$ cat src/rtl/blockmem2p_rdstream.sv
// blockmem2p_rdstream: streams a contiguous blockmem2p port-B address range out as a valid/ready burst.
// Optional feature macro BLOCKMEM_RD_WRAP_EN: addresses wrap at G_MEMDEPTH and err stays low.
module blockmem2p_rdstream #(
    parameter int G_MEMWIDTH  = 32,
    parameter int G_MEMDEPTH  = 1024,
    parameter int G_RDLATENCY = 1,
    localparam int G_ADDRWIDTH = $clog2(G_MEMDEPTH),
    localparam int G_LENWIDTH  = G_ADDRWIDTH + 1
) (
    input  logic                   clkb,
    input  logic                   resetn,
    input  logic                   start,
    input  logic [G_ADDRWIDTH-1:0] base_addr,
    input  logic [G_LENWIDTH-1:0]  length,
    output logic                   enb,
    output logic [G_ADDRWIDTH-1:0] addrb,
    input  logic [G_MEMWIDTH-1:0]  doutb,
    output logic [G_MEMWIDTH-1:0]  m_tdata,
    output logic                   m_tvalid,
    input  logic                   m_tready,
    output logic                   m_tlast,
    output logic                   busy,
    output logic                   done,
    output logic                   err
);
    localparam int G_FIFODEPTH = G_RDLATENCY + 2;
    localparam int PW = $clog2(G_FIFODEPTH);
    localparam int CW = $clog2(G_FIFODEPTH + 1);

    typedef enum logic [1:0] {IDLE, ISSUE, DRAIN} state_t;

    state_t                 state_q;
    logic [G_ADDRWIDTH-1:0] addrb_q, nxt_q, nxt_d;
    logic [G_LENWIDTH-1:0]  len_q, iss_q, beat_q;
    logic                   enb_q, busy_q, done_q, err_q;
    logic [G_RDLATENCY-1:0] sr_q;
    logic [G_MEMWIDTH-1:0]  fifo_q [G_FIFODEPTH];
    logic [PW-1:0]          wp_q, rp_q;
    logic [CW-1:0]          cnt_q;
    logic                   enb_d, push, pop, last_beat, bad;
    int                     owed;

`ifdef BLOCKMEM_RD_WRAP_EN
    assign bad = 1'b0;
`else
    assign bad = ({2'b0, base_addr} >= (G_LENWIDTH+1)'(G_MEMDEPTH)) ||
                 ({2'b0, base_addr} + {1'b0, length} > (G_LENWIDTH+1)'(G_MEMDEPTH));
`endif

    // Every issued read owns a FIFO slot until popped; a slot freed by this cycle's pop may be reused.
    always_comb begin
        push      = sr_q[G_RDLATENCY-1];
        pop       = (cnt_q != '0) && m_tready;
        owed      = int'(cnt_q) + int'(enb_q) + $countones(sr_q) - int'(pop);
        enb_d     = (state_q == ISSUE) && (owed < G_FIFODEPTH);
        nxt_d     = (nxt_q == G_ADDRWIDTH'(G_MEMDEPTH - 1)) ? '0 : nxt_q + 1'b1;
        last_beat = pop && (beat_q == len_q - 1'b1);
    end

    always_ff @(posedge clkb or negedge resetn) begin
        if (!resetn) begin
            state_q <= IDLE;
            addrb_q <= '0;
            nxt_q   <= '0;
            len_q   <= '0;
            iss_q   <= '0;
            beat_q  <= '0;
            enb_q   <= 1'b0;
            busy_q  <= 1'b0;
            done_q  <= 1'b0;
            err_q   <= 1'b0;
            sr_q    <= '0;
            wp_q    <= '0;
            rp_q    <= '0;
            cnt_q   <= '0;
        end else begin
            done_q <= 1'b0;
            err_q  <= 1'b0;
            enb_q  <= enb_d;
            sr_q   <= (sr_q << 1) | G_RDLATENCY'(enb_q);
            cnt_q  <= cnt_q + CW'(push) - CW'(pop);
            if (enb_d) begin
                addrb_q <= nxt_q;
                nxt_q   <= nxt_d;
                iss_q   <= iss_q - 1'b1;
            end
            if (push) wp_q <= (wp_q == PW'(G_FIFODEPTH - 1)) ? '0 : wp_q + 1'b1;
            if (pop) begin
                rp_q   <= (rp_q == PW'(G_FIFODEPTH - 1)) ? '0 : rp_q + 1'b1;
                beat_q <= beat_q + 1'b1;
            end
            case (state_q)
                IDLE: if (start) begin
                    if (bad) err_q <= 1'b1;
                    else if (length == '0) done_q <= 1'b1;
                    else begin
                        state_q <= ISSUE;
                        busy_q  <= 1'b1;
                        len_q   <= length;
                        iss_q   <= length;
                        nxt_q   <= base_addr;
                        beat_q  <= '0;
                    end
                end
                ISSUE: if (enb_d && iss_q == G_LENWIDTH'(1)) state_q <= DRAIN;
                DRAIN: if (last_beat) begin
                    state_q <= IDLE;
                    busy_q  <= 1'b0;
                    done_q  <= 1'b1;
                end
                default: state_q <= IDLE;
            endcase
        end
    end

    always_ff @(posedge clkb) if (push) fifo_q[wp_q] <= doutb;

    assign enb      = enb_q;
    assign addrb    = addrb_q;
    assign m_tvalid = cnt_q != '0;
    assign m_tdata  = m_tvalid ? fifo_q[rp_q] : '0;
    assign m_tlast  = m_tvalid && (beat_q == len_q - 1'b1);
    assign busy     = busy_q;
    assign done     = done_q;
    assign err      = err_q;
endmodule

$ cat config.mk
export PLATFORM = sky130hd
export DESIGN_NAME = blockmem2p_rdstream
export DESIGN_NICKNAME = d
export VERILOG_FILES = /design/src/rtl/blockmem2p_rdstream.sv
export SDC_FILE = /design/constraint.sdc
export NUM_CORES = 1
export LEC_CHECK = 0
export CORE_MARGIN = 1.5
export CORE_UTILIZATION = 39
export DETAILED_ROUTE_END_ITERATION = 6
export PLACE_DENSITY_LB_ADDON = 0.2
export SLEW_MARGIN = 20
export SYNTH_ARGS = -nofsm -noshare
export SYNTH_HDL_FRONTEND = slang
export SYNTH_SLANG_ARGS = --single-unit
$ cat constraint.sdc
create_clock -name clkb -period 5.8 [get_ports clkb]
set_clock_uncertainty 0.2 [all_clocks]
set_input_delay 1.45 -clock clkb [delete_from_list [all_inputs] [get_ports clkb]]
set_output_delay 1.45 -clock clkb [all_outputs]
set_load 0.1 [all_outputs]
After elaboration in Yosys (flattened, before gate mapping)

Memories as Yosys holds them, arrays and structs flattened.
Cells that the tools add are included.

Register bits: 66
RAM bits: 96
Input port bits: 57
Output and inout port bits: 48
Logic and storage cells: 95
Memories kept: 1

Memories:

| memory | depth | bits a word | rd ports | clocked after Yosys merged registers in | wr ports | line | text |
|---|---|---|---|---|---|---|---|
| fifo_q | 3     | 32          | 1        | 0                                       | 1        | 37   | `logic [G_MEMWIDTH-1:0] fifo_q [G_FIFODEPTH];` |

Add/sub/neg operators: 12
$lt $le $gt $ge: 2
Equality and inequality tests: 12
Multiplexer cells: 40
Bitwise operators: 2
Reductions and logical operators: 12

Operators with widths:

| operator                | count |
|---|---|
| $mux W11                | 10 |
| $mux W10                | 6 |
| $mux W32                | 1 |
| $sub A11 B1 Y11 const B | 2 |
| $mux W2                 | 7 |
| $mux W1                 | 13 |
| $add A10 B11 Y12        | 1 |
| $gt A12 B11 Y1 const B  | 1 |
| $add A11 B1 Y11 const B | 1 |
| $eq A11 B1 Y1 const B   | 1 |
| $eq A11 B11 Y1          | 1 |
| $logic_not A11 Y1       | 1 |
| $add A10 B1 Y10 const B | 1 |
| $eq A10 B10 Y1 const B  | 1 |
| $reduce_and A5 Y1       | 2 |
| $ne A2 B2 Y1 const B    | 4 |
| $eq A2 B2 Y1 const B    | 3 |
| $pmux W2 S3             | 1 |
| $logic_and A1 B1 Y1     | 5 |
| $lt A5 B3 Y1 const B    | 1 |
| $sub A4 B1 Y5           | 1 |
| $add A2 B1 Y2 const B   | 2 |
| $add A3 B1 Y4           | 1 |
| $pmux W1 S2             | 2 |
| other kinds (9)         | 11 |

Logic depth before layout (Yosys ltp)

Depth after elaboration: 10
Depth in mapped cells: 16
Mapped depth without buffers: 15

Worst setup path before layout

Ideal clock, no wire load.

Kind: input -> register
Start: input m_tready
End: register iss_q[7]
Library setup time: 0.125 ns
Arrival time: 4.657 ns
Required time: 5.475 ns
Setup slack: 0.817 ns
Stages on the path: 13
Path buffers: 1
Cells stage by stage: nand2_1 > clkinv_1 > ha_1 > fa_1 > fa_1 > a2bb2oi_1 > a21oi_1 > nand2b_1 > clkbuf_1 > or4_1 > nor4_1 > xor2_1 > mux2_4

Cells in the longest elaborated chain, start to end: 9

Ends and longest elaborated chain:

| item                   | line | text |
|---|---|---|
| start: declaration     | 20   | `input logic m_tready,` |
| $logic_and A1 B1 Y1 *  | 53   | `pop = (cnt_q != '0) && m_tready;` |
| via pop                | 40   | `logic enb_d, push, pop, last_beat, bad;` |
| $sub A4 B1 Y5 *        | 54   | `owed = int'(cnt_q) + int'(enb_q) + $countones(sr_q) - int'(pop);` |
| $lt A5 B3 Y1 *         | 55   | `enb_d = (state_q == ISSUE) && (owed < G_FIFODEPTH);` |
| $logic_and A1 B1 Y1 *  | 55   |  |
| $mux W11 *             | 82   | `if (enb_d) begin` |
| $mux W11               | 95   | `else if (length == '0) done_q <= 1'b1;` |
| $mux W11               | 94   | `if (bad) err_q <= 1'b1;` |
| $mux W11               | 93   | `IDLE: if (start) begin` |
| $mux W11 *             | 92   | `case (state_q)` |
| end signal: assignment | 85   | `iss_q <= iss_q - 1'b1;` |
| end signal: assignment | 100  | `iss_q <= length;` |
| end: declaration       | 34   | `logic [G_LENWIDTH-1:0] len_q, iss_q, beat_q;` |

The timed path passes the listed nets; every way through them passes the cells marked *.
A chain may end at the register's enable or synchronous reset.

Final worst setup path

Ends and elaborated chain as after synthesis.

==> metrics.log <==
[metrics] detail-routed net length per standard cell: about 16 um
[metrics] minimum clock period: ~5 ns
[metrics] prevailing post-synth register cell: sky130_fd_sc_hd__edfxtp_1
[metrics] status: completed
[metrics] Data arrival, critical path: approximately 5.1 ns
[metrics] synth warn: 0
[metrics] height of the die: approximately 140 um
[metrics] clock transition at the registers of the reported paths: around 0.060 ns
[metrics] cell with the largest stage delay on the worst path: sky130_fd_sc_hd__or4_1
[metrics] Critical Path Max Stage Delay: a little over 0.5 ns
[metrics] Gates resized, CTS repair: 0
[metrics] Net count, final: about 830
[metrics] wire length of the first global-routing pass: 26,300 um
[metrics] TritonCTS buffer count: 17
[metrics] part of the cycle the worst path needs: 0.858
[metrics] cell-internal power: roughly 0.0031 W
[metrics] summed area of non-filler cells in the final layout: between 9000 and 10,000 sq um
[metrics] combinational family with the most area after synthesis: simple AND/OR/NAND/NOR gates
[metrics] overall global routing resource usage: 0.166
[metrics] area share of fa/ha/maj cells after synthesis: 0.0401
[metrics] count of inserted antenna diode cells: 0
[metrics] data required time of the worst path: around 5.9 ns
[metrics] compound-gate portion of the synthesized area: 0.0740
[metrics] number of different library cells in the post-synthesis netlist: between 50 and 60
[metrics] final antenna-violating net count: 0
[metrics] share of total power in sequential cells: 0.299
[metrics] syn_area_per_cell: approximately 12 sq um
[metrics] net switching power of the design: roughly 0.0029 W
[metrics] later-pin clock latency in the skew report: 0.42 ns
[metrics] HPWL Detailed: around 11,000 um
[metrics] RSZ-0062 raised after global routing: no
[metrics] iteration-0 DRC count of the detailed router: roughly 290
[metrics] path type of the worst min-delay path: reg2reg
[metrics] clock power share: 0.190
[metrics] pin count of the biggest net entering global routing: 67
[metrics] most frequent standard cell in the layout excluding fill and tap cells: sky130_fd_sc_hd__clkdlybuf4s50_1
[metrics] fraction of power spent switching nets: 0.481
[metrics] part of the total power dissipated in combinational logic: 0.511
[metrics] clock tree from TritonCTS: yes
[metrics] largest driver fanout on the critical path: 5
[metrics] Pwr Total: 0.00596 W
[metrics] antenna violations before repair: 0
[metrics] number of max-cap violations: 0
[metrics] kind of critical path: in2reg
[metrics] worst slew margin relative to its limit: 0.318
[metrics] family of cells with the greatest summed delay on the critical path: adder cells
[metrics] layout overhead on the synthesized area: 25.0%
[metrics] total DRC errors in the routed layout: 0
[metrics] sequential area share after synthesis: 0.586
[metrics] count of flip-flops with a built-in enable after synthesis: between 90 and 100
[metrics] placed standard-cell area: just over 9000 sq um
[metrics] cell area after technology mapping: just under 8000 sq um
[metrics] Worst path most repeated cell: sky130_fd_sc_hd__fa_1
[metrics] worst slew pin tran: 1.02 ns
[metrics] Initial Utilization: 0.398
[metrics] global placement routability congestion: ~0.9
[metrics] areal power density over the cells: around 620 nW/um^2
[metrics] post-synthesis share of cell area spent on and, or, nand and nor gates: 0.125
[metrics] fraction of registers with async set/reset: 0.407
[metrics] fraction of layout cells with a size suffix above 1: 0.113
[metrics] Vias: between 5,000 and 6,000
[metrics] count of input and output buffers: about 100
[metrics] Synth Register Bits: ~160
[metrics] kind of capture point of the worst setup path: flip-flop
[metrics] Detailed Routing Iterations Pass 1: 5
[metrics] vias in the first global route: 5,146
[metrics] wire length after detailed routing: ~17,000 um
[metrics] Sum Neg Setup Slack: 0 ns
[metrics] Hold WS: 0.213 ns
[metrics] Cell Rows: slightly above 50
[metrics] final slew viol count: 0
[metrics] DIE AREA: between 20,000 and 25,000 sq um
[metrics] CP Cell Sequence: clkdlybuf4s50_1 -> nand2_1 -> clkinv_1 -> ha_1 -> fa_1 -> fa_1 -> a2bb2oi_1 -> a21oi_1 -> nand2b_1 -> or4_1 -> nor4_1 -> xor2_1 -> mux2_4
[metrics] Buf+Inv Stages, Crit Path: 2
[metrics] post-synthesis share of cell area spent on xor and xnor gates: 0.0521
[metrics] final hold violation count: 0
[metrics] non-filler cells in the finished layout: approximately 1,000
[metrics] horizontal die dimension: 144 um
[metrics] H-Tree Depth: 4
[metrics] Top-Level Pins: around 110
[metrics] Cells after Synth: 640
[metrics] total setup buffers inserted after CTS: 0
[metrics] Max clock buf depth: 2
[metrics] hold bufs inserted after CTS: 0
[metrics] gr ovfl total: 0
[metrics] share of cell area taken by muxes after synthesis: 0.0942
[metrics] Clock Tree Root: sky130_fd_sc_hd__clkbuf_16
[metrics] final setup violation count: 0
[metrics] synthesized net count: between 700 and 800
[metrics] maximum resistive drop on vdd: roughly 0.24 mV
[metrics] via count normalized by instance count: about 5.1
[metrics] Fmax achieved: 201 MHz
[metrics] area inside the core boundary: approximately 20,000 sq um
[metrics] commonest non-fill, non-tap cells in the layout: 102 x sky130_fd_sc_hd__clkdlybuf4s50_1, 96 x sky130_fd_sc_hd__edfxtp_1, 91 x sky130_fd_sc_hd__nor2_1
[metrics] post-placement cell count: ~1,000
[metrics] static power due to leakage: roughly 3.8 nW
[metrics] clock net sink count: between 150 and 200
[metrics] Critical Path Start Type: input pin
[layer usage]
layer	global-route usage	vias to the layer above	part of all wire
met4	0.0623	0	0.019
met5	0	-	0
met1	0.222	2534	0.47
li1	-	2507	-
met3	0.0310	28	0.042
met2	0.269	120	0.47
[power groups by stage]
stage               combinational [W]  clock (W)  sequential [W]
global route                  0.00324    0.00121         0.00182
finish                        0.00304    0.00113         0.00178
global placement              0.00302          0         0.00179
detailed placement            0.00306          0         0.00180
floorplan                     0.00220          0         0.00194
CTS                           0.00307    0.00116         0.00178
[sequential cells by signal, indices dropped and copies added (netlist names), 2 cells and up]
name     cells
cnt_q        2
state_q      2
wp_q         2
fifo_q      96
iss_q       11
rp_q         2
addrb       10
beat_q      11
len_q       11
nxt_q       10
[Yosys cell counts, types with 3 or more instances]
cell | instances | area (sq um)
sky130_fd_sc_hd__nor4_1 | 7 | 43.8
sky130_fd_sc_hd__o21ai_1 | 3 | 15.0
sky130_fd_sc_hd__nand4_1 | 7 | 43.8
sky130_fd_sc_hd__nand2_1 | 53 | 199
sky130_fd_sc_hd__xor2_1 | 16 | 140
sky130_fd_sc_hd__o211ai_1 | 5 | 37.5
sky130_fd_sc_hd__ha_1 | 20 | 250
sky130_fd_sc_hd__o31ai_1 | 3 | 22.5
sky130_fd_sc_hd__or2_2 | 3 | 18.8
sky130_fd_sc_hd__mux2_2 | 7 | 78.8
sky130_fd_sc_hd__buf_6 | 3 | 33.8
sky130_fd_sc_hd__and3_1 | 5 | 31.3
sky130_fd_sc_hd__or3_1 | 4 | 25.0
sky130_fd_sc_hd__nor3b_1 | 6 | 45.0
sky130_fd_sc_hd__inv_1 | 17 | 63.8
sky130_fd_sc_hd__nor3_1 | 7 | 35.0
sky130_fd_sc_hd__a211oi_2 | 3 | 37.5
sky130_fd_sc_hd__a21oi_1 | 42 | 210
sky130_fd_sc_hd__nand2b_1 | 7 | 43.8
sky130_fd_sc_hd__nand3_1 | 10 | 50.1
sky130_fd_sc_hd__o2bb2ai_1 | 6 | 52.6
sky130_fd_sc_hd__edfxtp_1 | 96 | 2880
sky130_fd_sc_hd__xnor2_1 | 30 | 263
sky130_fd_sc_hd__nor2_1 | 93 | 349
sky130_fd_sc_hd__fa_1 | 3 | 60.1
sky130_fd_sc_hd__o21a_1 | 3 | 22.5
sky130_fd_sc_hd__dfrtp_1 | 66 | 1650
sky130_fd_sc_hd__a21o_1 | 3 | 22.5
sky130_fd_sc_hd__mux2i_1 | 35 | 350
sky130_fd_sc_hd__o21ai_0 | 11 | 55.1
sky130_fd_sc_hd__mux2_4 | 20 | 300
sky130_fd_sc_hd__clkbuf_1 | 20 | 75.1
sky130_fd_sc_hd__and4_1 | 3 | 26.3
[final cells by class]
cell class                      count  area (sq um)
Inverter                           19          71.3
Multi-Input combinational cell    433          3000
Sequential cell                   162          4540
Tap cell                          265           332
Fill cell                        1713          9790
Clock inverter                     14           169
Clock buffer                       18           429
Timing Repair Buffer              116          1140
[path summary, 6_finish.rpt]
kind / startpoint / end / slack [ns] / cells after the start
worst max-delay path: m_tready / iss_q[7]$_DFF_PN0_ / 0.82 / 13
worst min-delay path: enb$_DFF_PN0_ / push$_DFF_PN0_ / 0.21 / 0
worst max register to register: cnt_q[1]$_DFF_PN0_ / iss_q[7]$_DFF_PN0_ / 1.68 / 14
worst min register to register: enb$_DFF_PN0_ / push$_DFF_PN0_ / 0.21 / 0
max in group asynchronous: resetn / rp_q[1]$_DFFE_PN0P_ / 3.79 / 2
min in group asynchronous: resetn / beat_q[10]$_DFF_PN0_ / 0.99 / 2
[logic make-up after synthesis]
family / after synthesis
AND/OR/NAND/NOR: 212
AO/OA/AOI/OAI: 90
buffers and inverters: 45
flip-flops: 162
adder cells (fa/ha/maj): 23
XOR/XNOR: 46
multiplexers: 62
[metrics by stage]
stage,worst slack [ns],utilization
after detailed placement,0.404,0.466
after CTS,0.842,0.497
after floorplan,0.817,-
final,0.823,0.497
after global placement,0.455,0.466
after global routing,0.525,0.497
Note: power is estimated with default switching activity, not from simulation.
